## src/rtl/ball_animate_pkg.sv

```systemverilog
// Shared Breakout definitions: screen geometry, paddle rows, object colours
// and the ball state encoding used by the ball and brick stages.
package ball_animate_pkg;

    localparam int MAX_X   = 640;
    localparam int MAX_Y   = 480;
    localparam int BAR_Y_T = 429;
    localparam int BAR_Y_B = 436;

    localparam logic [23:0] BALL_COLOR = 24'hFF0000;
    localparam logic [23:0] BAR_COLOR  = 24'h00FF00;
    localparam logic [23:0] WALL_COLOR = 24'h0000FF;
    localparam logic [23:0] BG_COLOR   = 24'h000000;

    typedef enum logic [1:0] {
        ST_SERVE = 2'd0,
        ST_PLAY  = 2'd1,
        ST_MISS  = 2'd2,
        ST_OVER  = 2'd3
    } ball_state_t;

endpackage

```

## src/rtl/ball_animate_rect_on.sv

```systemverilog
// Pixel-in-rectangle test for a W x H object whose top-left corner is
// (rect_x, rect_y). Shared by the ball and brick stages.
module rect_on #(
    parameter int W = 8,
    parameter int H = 8
) (
    input  logic [11:0] pix_x,
    input  logic [11:0] pix_y,
    input  logic [11:0] rect_x,
    input  logic [11:0] rect_y,
    output logic        on
);

    // One extra bit so an object touching the screen edge cannot wrap.
    logic [12:0] x_end;
    logic [12:0] y_end;

    assign x_end = {1'b0, rect_x} + 13'(W);
    assign y_end = {1'b0, rect_y} + 13'(H);

    assign on = (pix_x >= rect_x) && ({1'b0, pix_x} < x_end) &&
                (pix_y >= rect_y) && ({1'b0, pix_y} < y_end);

endmodule

```

## src/rtl/ball_animate.sv

```systemverilog
// Breakout ball motion engine: serve, wall/paddle/brick bounces, miss
// detection, lives bookkeeping and the ball pixel for the RGB mux.
module ball_animate
    import ball_animate_pkg::*;
#(
    parameter int          BALL_SIZE   = 8,
    parameter int          BALL_V      = 2,
    parameter int          SERVE_X     = 316,
    parameter int          SERVE_Y     = 300,
    parameter int          SERVE_DELAY = 75,
    parameter int          LIVES_INIT  = 3,
    parameter logic [23:0] BALL_RGB    = BALL_COLOR
) (
    input  logic        clk,
    input  logic        reset,
    input  logic        tick75hz,
    input  logic        launch,
    input  logic        brick_bounce,
    input  logic [11:0] pix_x,
    input  logic [11:0] pix_y,
    input  logic [11:0] bar_x_l,
    input  logic [11:0] bar_x_r,
    output logic [11:0] ball_x,
    output logic [11:0] ball_y,
    output logic        ball_on,
    output logic [23:0] ball_rgb,
    output logic        paddle_hit,
    output logic        miss,
    output logic [1:0]  lives,
    output logic        game_over
);

    localparam logic [11:0] SZ        = 12'(BALL_SIZE);
    localparam logic [11:0] V         = 12'(BALL_V);
    localparam logic [11:0] X0        = 12'(SERVE_X);
    localparam logic [11:0] Y0        = 12'(SERVE_Y);
    localparam logic [11:0] RIGHT_LIM = 12'(MAX_X - BALL_V);
    localparam logic [11:0] FLOOR     = 12'(MAX_Y);
    localparam logic [11:0] PAD_LO    = 12'(BAR_Y_T);
    localparam logic [11:0] PAD_HI    = 12'(BAR_Y_T + BALL_V);
    localparam int          CW        = $clog2(SERVE_DELAY + 1);
    localparam logic [CW-1:0] DELAY_LAST = CW'(SERVE_DELAY - 1);
    localparam logic [1:0]  LIVES0    = 2'(LIVES_INIT);

    ball_state_t   state, state_d;
    logic [11:0]   x_d, y_d;
    logic          dir_x, dir_y, dx_d, dy_d;   // 1 = right / down
    logic [1:0]    lives_d;
    logic [CW-1:0] delay_cnt, cnt_d;
    logic          brick_latch, brick_d;
    logic          hit_d, miss_d;

    logic [11:0] ball_bot;
    logic        hit_left, hit_right, hit_top, hit_paddle, at_floor, brick_pend;
    logic        in_rect;

    assign ball_bot   = ball_y + SZ;
    assign hit_left   = !dir_x && (ball_x <= V);
    assign hit_right  = dir_x && (ball_x + SZ >= RIGHT_LIM);
    assign hit_top    = !dir_y && (ball_y <= V);
    assign hit_paddle = dir_y && (ball_bot >= PAD_LO) && (ball_bot <= PAD_HI) &&
                        (ball_x + SZ - 12'd1 >= bar_x_l) && (ball_x <= bar_x_r);
    assign at_floor   = ball_bot >= FLOOR;
    // A brick hit arriving on the tick cycle itself is consumed by that tick.
    assign brick_pend = brick_latch || brick_bounce;

    always_ff @(posedge clk) begin
        // NOTE: every register uses <= so all of them sample pre-edge values.
        if (reset) begin
            state       <= ST_SERVE;
            ball_x      <= X0;
            ball_y      <= Y0;
            dir_x       <= 1'b1;
            dir_y       <= 1'b0;
            lives       <= LIVES0;
            delay_cnt   <= '0;
            brick_latch <= 1'b0;
            paddle_hit  <= 1'b0;
            miss        <= 1'b0;
        end else begin
            state       <= state_d;
            ball_x      <= x_d;
            ball_y      <= y_d;
            dir_x       <= dx_d;
            dir_y       <= dy_d;
            lives       <= lives_d;
            delay_cnt   <= cnt_d;
            brick_latch <= brick_d;
            paddle_hit  <= hit_d;
            miss        <= miss_d;
        end
    end

    always_comb begin
        // NOTE: every output gets a default first, so no path infers a latch.
        state_d = state;
        x_d     = ball_x;
        y_d     = ball_y;
        dx_d    = dir_x;
        dy_d    = dir_y;
        lives_d = lives;
        cnt_d   = delay_cnt;
        brick_d = 1'b0;
        hit_d   = 1'b0;
        miss_d  = 1'b0;

        unique case (state)
            ST_SERVE: begin
                if (tick75hz && launch) state_d = ST_PLAY;
            end
            ST_PLAY: begin
                brick_d = brick_pend;
                if (tick75hz) begin
                    brick_d = 1'b0;
                    if (at_floor) begin
                        miss_d  = 1'b1;
                        lives_d = lives - 2'd1;
                        cnt_d   = '0;
                        state_d = ST_MISS;
                    end else begin
                        if (hit_left)       dx_d = 1'b1;
                        else if (hit_right) dx_d = 1'b0;

                        // Wall and paddle bounces absorb a pending brick flip.
                        if (hit_top) begin
                            dy_d = 1'b1;
                        end else if (hit_paddle) begin
                            dy_d  = 1'b0;
                            hit_d = 1'b1;
                        end else if (brick_pend) begin
                            dy_d = !dir_y;
                        end

                        x_d = dx_d ? ball_x + V : ball_x - V;
                        y_d = dy_d ? ball_y + V : ball_y - V;
                    end
                end
            end
            ST_MISS: begin
                if (tick75hz) begin
                    if (delay_cnt == DELAY_LAST) begin
                        if (lives == 2'd0) begin
                            state_d = ST_OVER;
                        end else begin
                            state_d = ST_SERVE;
                            x_d     = X0;
                            y_d     = Y0;
                            dx_d    = 1'b1;
                            dy_d    = 1'b0;
                        end
                    end else begin
                        cnt_d = delay_cnt + CW'(1);
                    end
                end
            end
            ST_OVER: begin
            end
            default: state_d = ST_SERVE;
        endcase
    end

    rect_on #(
        .W(BALL_SIZE),
        .H(BALL_SIZE)
    ) u_ball_rect (
        .pix_x (pix_x),
        .pix_y (pix_y),
        .rect_x(ball_x),
        .rect_y(ball_y),
        .on    (in_rect)
    );

    assign game_over = (state == ST_OVER);
    assign ball_on   = in_rect && !game_over;
    assign ball_rgb  = BALL_RGB;

endmodule

```

## config.mk

```make
export PLATFORM = sky130hd
export DESIGN_NAME = ball_animate
export DESIGN_NICKNAME = d
export VERILOG_FILES = /design/src/rtl/ball_animate_pkg.sv /design/src/rtl/ball_animate_rect_on.sv /design/src/rtl/ball_animate.sv
export SDC_FILE = /design/constraint.sdc
export NUM_CORES = 1
export LEC_CHECK = 0
export CAP_MARGIN = 20
export CORE_MARGIN = 2
export CORE_UTILIZATION = 47
export CTS_CLUSTER_SIZE = 8
export DETAILED_ROUTE_END_ITERATION = 10
export GPL_ROUTABILITY_DRIVEN = 0
export PLACE_DENSITY_LB_ADDON = 0.2
export SLEW_MARGIN = 20
export SYNTH_ARGS = -nofsm -noshare
export SYNTH_HDL_FRONTEND = slang
export SYNTH_SLANG_ARGS = --single-unit
```

## constraint.sdc

```tcl
create_clock -name clk -period 3.93 [get_ports clk]
set_clock_uncertainty 0.2 [all_clocks]
set_input_delay 0.786 -clock clk [delete_from_list [all_inputs] [get_ports clk]]
set_output_delay 0.786 -clock clk [all_outputs]
set_load 0.02 [all_outputs]
```

# == Yosys cells after proc, flatten, opt, wreduce, memory -nomap -nowiden ==
# Index checks and enable logic that the tools add are counted.
# word_totals
out_inout_bits,54
inputBits,53
regBits,40
# op_classes
bitwise_logic,2
n_reduce_logical,27
magnitude_cmp,12
n_addsub,11
n_mux,51
eq_ne,12
# ops
operator,n
2-to-1 mux 12 bit,12
one-hot mux 12 bit (2 select lines),2
>= comparator 12 bit,3
2-to-1 mux 7 bit,4
"adder 12 x 4 -> 13 bit, second input constant",2
< comparator 12 x 13 -> 1 bit,2
"adder 12 x 2 -> 12 bit, second input constant",2
"adder 12 x 4 -> 12 bit, second input constant",2
">= comparator 12 x 9 -> 1 bit, second input constant",2
"less-or-equal comparator 12 x 2 -> 1 bit, second input constant",2
"subtractor 12 x 2 -> 12 bit, second input constant",2
2-to-1 mux 1 bit,23
"!= test 2 bit, second input constant",8
one-hot mux 7 bit (2 select lines),1
">= comparator 12 x 10 -> 1 bit, second input constant",1
less-or-equal comparator 12 bit,1
"less-or-equal comparator 12 x 9 -> 1 bit, second input constant",1
logical AND 1 bit,12
2-to-1 mux 2 bit,6
AND reduction 6 bit,2
"subtractor 12 x 1 -> 12 bit, second input constant",1
"adder 7 x 1 -> 7 bit, second input constant",1
"equality test 7 bit, second input constant",1
one-hot mux 2 bit (3 select lines),1
14 further kinds,21

# == Longest topological paths before layout ==
# Gate-level depths: netlist (run 1).
# depth
ltp_word,15
ltp_mapped,16
depth_no_buf,15

# == Modules after synthesis ==
# Synthesis (run 1) repeated with hierarchy kept, for this count alone.
# unflattened
hier_cells,715
hier_area_um2,5425.2
# by_module_without_submodules
mod,cells_each,instances,area_per_inst_um2
ball_animate,547,1,4160.2
rect_on,168,1,1265.0

# == Worst setup path after synthesis (run 1) ==
# Ideal clock, no wire load.
# synth_timing
path_kind,register to register
start,register ball_x[4]
end,register ball_y[3]
t_arrival_ps,3807
setup_slack_ps,-200
required_ps,3607
path_stages_with_launch,17
period_less_slack_ps,4130
path_buffers,1
path_cell_list,dfxtp_1 > ha_1 > and3_1 > clkbuf_1 > nand3_1 > xnor2_1 > nor2b_1 > nand3_1 > xor2_1 > ha_1 > nand2_1 > a2111oi_0 > a211oi_1 > a211oi_2 > a21oi_4 > mux2i_1 > mux2_1
# synth_via
elab_chain_len,14
elab_cells_between_ends,15
# synth_lines
element,line_no,source
start: declaration,ball_animate.sv:23,"output logic [11:0] ball_x,"
start signal: assignment,ball_animate.sv:71,ball_x <= X0;
start signal: assignment,ball_animate.sv:82,ball_x <= x_d;
adder 12 x 4 -> 12 bit,ball_animate.sv:62,(ball_x + SZ - 12'd1 >= bar_x_l) && (ball_x <= bar_x_r);
subtractor 12 x 1 -> 12 bit,ball_animate.sv:62,
>= comparator 12 bit,ball_animate.sv:62,
logical AND 1 bit,ball_animate.sv:61,assign hit_paddle = dir_y && (ball_bot >= PAD_LO) && (ball_bot <= PAD_HI) &&
logical AND 1 bit *,ball_animate.sv:62,
2-to-1 mux 1 bit *,ball_animate.sv:127,end else if (hit_paddle) begin
2-to-1 mux 1 bit *,ball_animate.sv:125,if (hit_top) begin
2-to-1 mux 1 bit *,ball_animate.sv:115,if (at_floor) begin
2-to-1 mux 1 bit *,ball_animate.sv:113,if (tick75hz) begin
2-to-1 mux 1 bit *,ball_animate.sv:107,unique case (state)
2-to-1 mux 12 bit *,ball_animate.sv:135,y_d = dy_d ? ball_y + V : ball_y - V;
2-to-1 mux 12 bit *,ball_animate.sv:115,
2-to-1 mux 12 bit *,ball_animate.sv:113,
one-hot mux 12 bit (2 select lines) *,ball_animate.sv:107,
end signal: assignment,ball_animate.sv:83,ball_y <= y_d;
end: declaration,ball_animate.sv:24,"output logic [11:0] ball_y,"
# Every way passes the cells marked *; elsewhere a longest branch is shown, timed or not. The select of a mux whose other input is x is not followed.
# A chain may end at the register's enable or synchronous reset.

# == Final worst setup path (run 1) ==
# layout_timing
start,register ball_x[4]
end,output port ball_on
# layout_via
elab_chain_len,6
elab_cells_between_ends,7
# layout_lines
element,line_no,source
adder 12 x 4 -> 13 bit,ball_animate_rect_on.sv:18,"assign x_end = {1'b0, rect_x} + 13'(W);"
< comparator 12 x 13 -> 1 bit,ball_animate_rect_on.sv:21,"assign on = (pix_x >= rect_x) && ({1'b0, pix_x} < x_end) &&"
logical AND 1 bit * (2 in series),ball_animate_rect_on.sv:21,
logical AND 1 bit *,ball_animate_rect_on.sv:22,"(pix_y >= rect_y) && ({1'b0, pix_y} < y_end);"
logical AND 1 bit *,ball_animate.sv:174,assign ball_on = in_rect && !game_over;
end: declaration,ball_animate.sv:25,"output logic ball_on,"
# Every way passes the cells marked *; elsewhere a longest branch is shown, timed or not.

==> results of run 1 <==
==> metrics by stage <==
step	area [um2]	utilization, %	cells	hold WS [ps]
2_1_floorplan	4890	-	641	261
3_3_place_gp	6130	62.4	884	274
3_5_place_dp	6130	62.4	884	277
4_1_cts	6310	64.3	892	302
5_1_grt	6450	65.7	894	331
6_report	6450	65.7	894	297
==> critical path, cell delays in order, from the launching register on <==
cell	delay, ps
dfxtp_2	360
ha_4	150
and3_4	220
nand3_4	90
xnor2_2	160
buf_4	140
ha_1	260
o21a_1	160
o21a_1	170
o32a_1	170
a211oi_2	280
and4_1	270
buf_6	130
==> where the power goes <==
group	switching (mW)	total (mW)	internal (mW)	leakage, nW
Clock	0.168	0.423	0.255	0.0683
Sequential	0.0295	0.444	0.415	0.307
Combinational	0.583	1.04	0.454	2.47
Total	0.780	1.90	1.12	2.84
==> Yosys cell counts (5+ instances only) <==
library cell  number
dfxtp_1           38
nor2_1            32
and3_1             7
a21oi_1           36
o211ai_1          11
or4_1             11
clkbuf_1          10
nor3_1            12
nor4_1             9
nand2_1           51
o21ai_0           24
a2111oi_0          5
inv_1             62
nand4_1           16
o21a_1             5
xnor2_1           24
a21o_1             9
nand3_1           26
mux2i_1           26
ha_1              81
nand2b_1           7
o31ai_1            6
a211oi_1           5
buf_2              8
buf_4             27
or3_1              8
==> kinds of logic (layout without fill, tap and decap cells) <==
group,Yosys count,in the layout,share of synthesized area (%)
AND/OR/NAND/NOR,205,205,22.9
AO/OA/AOI/OAI,125,125,17.4
buffers and inverters,110,230,11.4
adder cells (fa/ha/maj),81,81,21.2
flip-flops,38,38,15.9
XOR/XNOR,28,28,5.12
multiplexers,28,28,5.91
other,2,26,0.157
==> cells in the final DEF (no fill, tap or decap), drive strengths merged, types with 3 or more instances in the layout <==
cell	n
o211ai	11
nand3	26
or4	11
nand2b	7
xor2	4
o21ai	26
mux2i	26
and2	4
inv	62
buf	84
nand2	51
xnor2	24
dfxtp	38
a21oi	38
a21o	9
o31ai	6
nor2b	4
and3	9
ha	81
conb	26
nand4	16
a211oi	6
nor3	12
nor4	10
a2111oi	7
nor2	32
or3	9
clkbuf	5
o21a	5
clkdlybuf4s50	75
and4	3
==> cell type report <==
type                            count  share of cell area (%)
Multi-Input combinational cell    493                    57.9
Timing Repair Buffer              160                    21.9
Sequential cell                    38                    11.9
Inverter                           62                    3.61
Tap cell                          133                    2.58
Clock buffer                        5                    1.07
Clock inverter                      3                    1.07
==> registers in the layout (all words and copies together) (netlist names) <==
signal,flops
ball_x,11
ball_y,11
brick_latch,1
delay_cnt,7
dir_x,1
dir_y,1
lives,2
miss,1
paddle_hit,1
state,2
==> timing repair <==
item	in CTS	in global routing
gates resized for setup	15	26
buffers inserted	0	2
gates cloned	0	0
pin swaps	1	16
setup endpoints to repair	11	12
endpoints found under the hold margin	0	0
==> metal layers <==
metal  GRT usage (%)  wire length [um]
met1            33.2              6150
met2            43.6              6760
met3            3.18               938
met4            5.33               187
met5               0                 0
==> worst max path at each step <==
stage / start / to
after CTS: pix_y[1] / ball_on
after floorplan: ball_x[4] / ball_y[3]
after global placement: pix_x[1] / ball_on
after global routing: ball_x[3] / ball_y[3]
final: ball_x[4] / ball_on
after detailed placement: pix_x[1] / ball_on
==> run metrics, run 1 <==
Yosys top cell area share 21.2%; critical path capture point type output port; DRT antenna net count 0; # nets final 894; hold depth 2; deepest clock path buffer count 2; multi-input logic area 0.00373 mm2; Period minus WS final 3850 ps; Post-synth ARST share 0%; Post-Syn Area 0.00479 mm2; post-cts hold buffer count 0; total power 1.90 mW; Core ar. 0.00982 mm2; kind of critical path flop to output port; insertion delay to the later sink of the worst-skew pair 310 ps; clock sinks 38; Worst Reg2Reg Path Length in Cells 17; Slew Limit Fails 0; DRC 0; Synth warnings 0; vias in the first global route 4739; average instance area after synthesis 7.76 um2; via count 5079; largest area contributor in the synthesized netlist ha_1; Seq. cell area 767 um2; final setup fails 0; Mapped Cells 617; post-DR vias/cell 5.68; Die Y-Extent 105 um; crit path launch type flop; H-tree depth 2; Leak 2.84 nW; actual slew at the worst max-slew pin 756 ps; post-synth cell types 64; area grow syn2layout 34.8%; Total Routing Usage GR 25.1%; Max rail drop VDD 0.275 mV; # port buffers 77; Ports 107; # rows 36; period utilization 98.0%; Crit Path Max Fanout 4; DIE WIDTH 105 um; Min-Delay Path Class flop to flop; Initial Util 48.7%; reg2reg start ball_x[3]; grt ovf 0; pwr dens 295 mW/mm2; Worst EP arrival 2860 ps; largest net degree at the start of global routing 19; status complete, no violations; total of max-cap violations 0; # diodes 0; number of CTS-inserted buffers 5; first-pass GRT wire length 22.7 mm; setup ws final 80.2 ps; root buf cell clkbuf_8; R2R Path End ball_y[7]; Seq/Total Area, Yosys 15.9%; dpl ws -505 ps; Slew HR 49.2%; setup tns final 0 ps; top_reg_cell synth dfxtp_1; Critical Path RT 2940 ps; worst hold path endpoint brick_latch; iteration-0 DRC count of the detailed router 335; wire per inst 15.7 um; die area 0.0110 mm2; Hold Startpoint brick_latch; R2R Setup Slk 110 ps; Clk pin slew, worst setup/hold paths 90 ps; DR pass1 iterations 5; initial antenna violation count 0; fmax 0.260 GHz; drt total wl 14.0 mm; filler instances 881; post-detail-place hpwl 11.2 mm; proportion of layout cells with a drive suffix above 1 17.7%; CTS tree yes; ranking of synthesized cells by area ha_1, dfxtp_1, mux2i_1; EDFF count, synth 0; Yosys reg bits 38; Hold Vio Cnt, Final 0
Power figures use the tool's default switching activity.
==> run 2: changes to the inputs <==
ABC_AREA = 1   (was unset)
CORE_UTILIZATION = 48   (was 47)
==> run 2 against run 1 <==
Net effect: power grew 100%; global-route usage shrank 1.3 points; clock power shrank 3%; first-iteration DRC count grew 33%; final area shrank 5.8%; clock-buffer cell count is the same; worst hold slack gained 2.7 ps; via count grew 1.9%; critical path depth shrank 3; sequential share of layout area grew 0.71 points; die area grew 0.38%; critical path type is now input pin to output port; critical endpoint unchanged.
==> run metrics, run 2 <==
status complete, no violations; fmax 0.270 GHz; root buf cell clkbuf_8; Crit Path Max Fanout 2; most instantiated library cell after synthesis nand2_1; Slew Limit Fails 0; post-cts hold buffer count 0; mux contribution to synthesized area 0%; iteration-0 DRC count of the detailed router 445; Mapped Cells 752; Synth Area in XOR/XNOR 5.89%; crit path launch type input pin; deepest clock path buffer count 2; Post-synth ARST share 0%; Die Y-Extent 105 um; die area 0.0110 mm2; # nets final 988; post-synthesis compound-gate area fraction 9.59%; H-tree depth 2; area grow syn2layout 23.8%; post-detail-place hpwl 10.8 mm; largest net degree at the start of global routing 25; DRC 0; number of CTS-inserted buffers 5; proportion of layout cells with a drive suffix above 1 9.71%; actual slew at the worst max-slew pin 537 ps; Comb power frac 72.9%; drt total wl 13.0 mm; top_reg_cell synth dfxtp_1; DIE WIDTH 105 um; Util after Layout 61.6%; Max rail drop VDD 0.389 mV; largest area contributor in the synthesized netlist ha_1; Yosys reg bits 38; critical path capture point type output port; # rows 36; Hold Vio Cnt, Final 0; hold slack 299 ps; period utilization 94.1%; Yosys top cell area share 20.7%; Clk pin slew, worst setup/hold paths 90 ps; Reg power frac 16.4%; Net Switching 2.05 mW; wire per inst 13.2 um; grt ovf 0; setup bufs post-CTS 0; Worst EP arrival 2710 ps; Slew HR 64.2%; clock sinks 38; largest family of logic cells by synthesized area simple AND/OR/NAND/NOR gates; adder-cell share of the synthesized area 20.7%; biggest regs ball_x x11, ball_y x11, delay_cnt x7; post-DR vias/cell 5.24; Post-Syn Area 0.00491 mm2; Initial Util 49.7%; Critical Path RT 2940 ps; ranking of synthesized cells by area ha_1, dfxtp_1, nand2_1; first-pass GRT wire length 21.9 mm; pwr dens 634 mW/mm2; clock share of power 10.7%; initial antenna violation count 0; Min-Delay Path Class flop to flop; Period minus WS final 3700 ps; kind of critical path input pin to output port; vias in the first global route 4725; Core ar. 0.00986 mm2; final setup fails 0; most frequent cells in the layout nand2_1, inv_1, ha_1; total of max-cap violations 0; commonest non-fill, non-tap cell in the layout nand2_1; Leak 2.95 nW; # port buffers 77; Ports 107; average instance area after synthesis 6.53 um2; EDFF count, synth 0; Total Routing Usage GR 23.8%; insertion delay to the later sink of the worst-skew pair 300 ps; Synth warnings 0; post-synthesis simple-gate area fraction 34.1%; internal power 1.81 mW; sw frac 53.1%; DRT antenna net count 0; Synth top cells by count nand2_1, inv_1, ha_1, nor2_1, nand3_1; DR pass1 iterations 5; CTS tree yes; post-synth cell types 41; Seq/Total Area, Yosys 15.5%; via count 5175; # diodes 0
==> run 2: logic make-up (layout without fill, tap and decap cells) <==
| logic type | count (synthesis) | in the layout |
|---|---|---|
| compound gates | 84 | 84 |
| xor+xnor | 33 | 33 |
| fa+ha+maj | 81 | 81 |
| buf+inv | 148 | 227 |
| flops | 38 | 38 |
| other cells | 2 | 26 |
| simple gates | 366 | 366 |
==> run 2: power by group through the flow <==
stage / combinational, mW / sequential [mW] / clock (mW)
after floorplan: 1.87 / 0.706 / 0
after global placement: 2.68 / 0.626 / 0
after detailed placement: 2.75 / 0.632 / 0
after CTS: 2.77 / 0.623 / 0.415
after global routing: 3.16 / 0.648 / 0.434
final: 2.81 / 0.633 / 0.411
==> run 2: worst max-delay path, cell delays in order <==
cell and delay, ps:
clkdlybuf4s50_1 430, ha_1 310, nand2_1 80, nor4_1 290, o21ai_0 160, o2111ai_1 140
nand3_1 120, nor3_1 190, clkbuf_2 210
==> run 2: final timing paths <==
kind                   from         to  slack (ps)  cells past startpoint
setup reg to reg  ball_x[4]  ball_y[7]         230                     21
setup / recovery  pix_y[11]    ball_on         230                      9
hold / removal     lives[0]   lives[0]         300                      2
hold reg to reg    lives[0]   lives[0]         300                      2
==> run 2: what timing repair did <==
action                                 CTS  global route
endpoints found under the hold margin    0             0
resized for setup                        1            13
pin swaps                                0             2
setup endpoints to repair                1            12
==> run 2: layout make-up <==
| class | instances | area, um2 |
|---|---|---|
| clock inverter | 3 | 68.8 |
| sequential | 38 | 766 |
| clock buffer | 5 | 68.8 |
| inverter | 108 | 408 |
| fill | 926 | 3790 |
| tap | 133 | 166 |
| multi-input combinational | 590 | 3580 |
| timing repair buffer | 111 | 1020 |
==> run 2: metrics by stage <==
stage	TNS, ps	setup slack [ps]	cells	instance area (um2)	total power [mW]
floorplan	0	424	776	5000	2.57
global placement	-213	-213	980	5900	3.30
detailed placement	-210	-210	980	5900	3.38
CTS	0	65.7	988	6040	3.80
global route	-15.5	-15.5	988	6080	4.24
finish	0	230	988	6080	3.85
==> run 2: metal layers <==
| layer | vias to the layer above | part of all wire, % | GRT usage (%) |
|---|---|---|---|
| li1 | 2616 | - | - |
| met1 | 2335 | 46 | 33.4 |
| met2 | 207 | 46 | 39.7 |
| met3 | 17 | 7.0 | 2.93 |
| met4 | 0 | 1.0 | 3.24 |
| met5 | - | 0 | 0 |
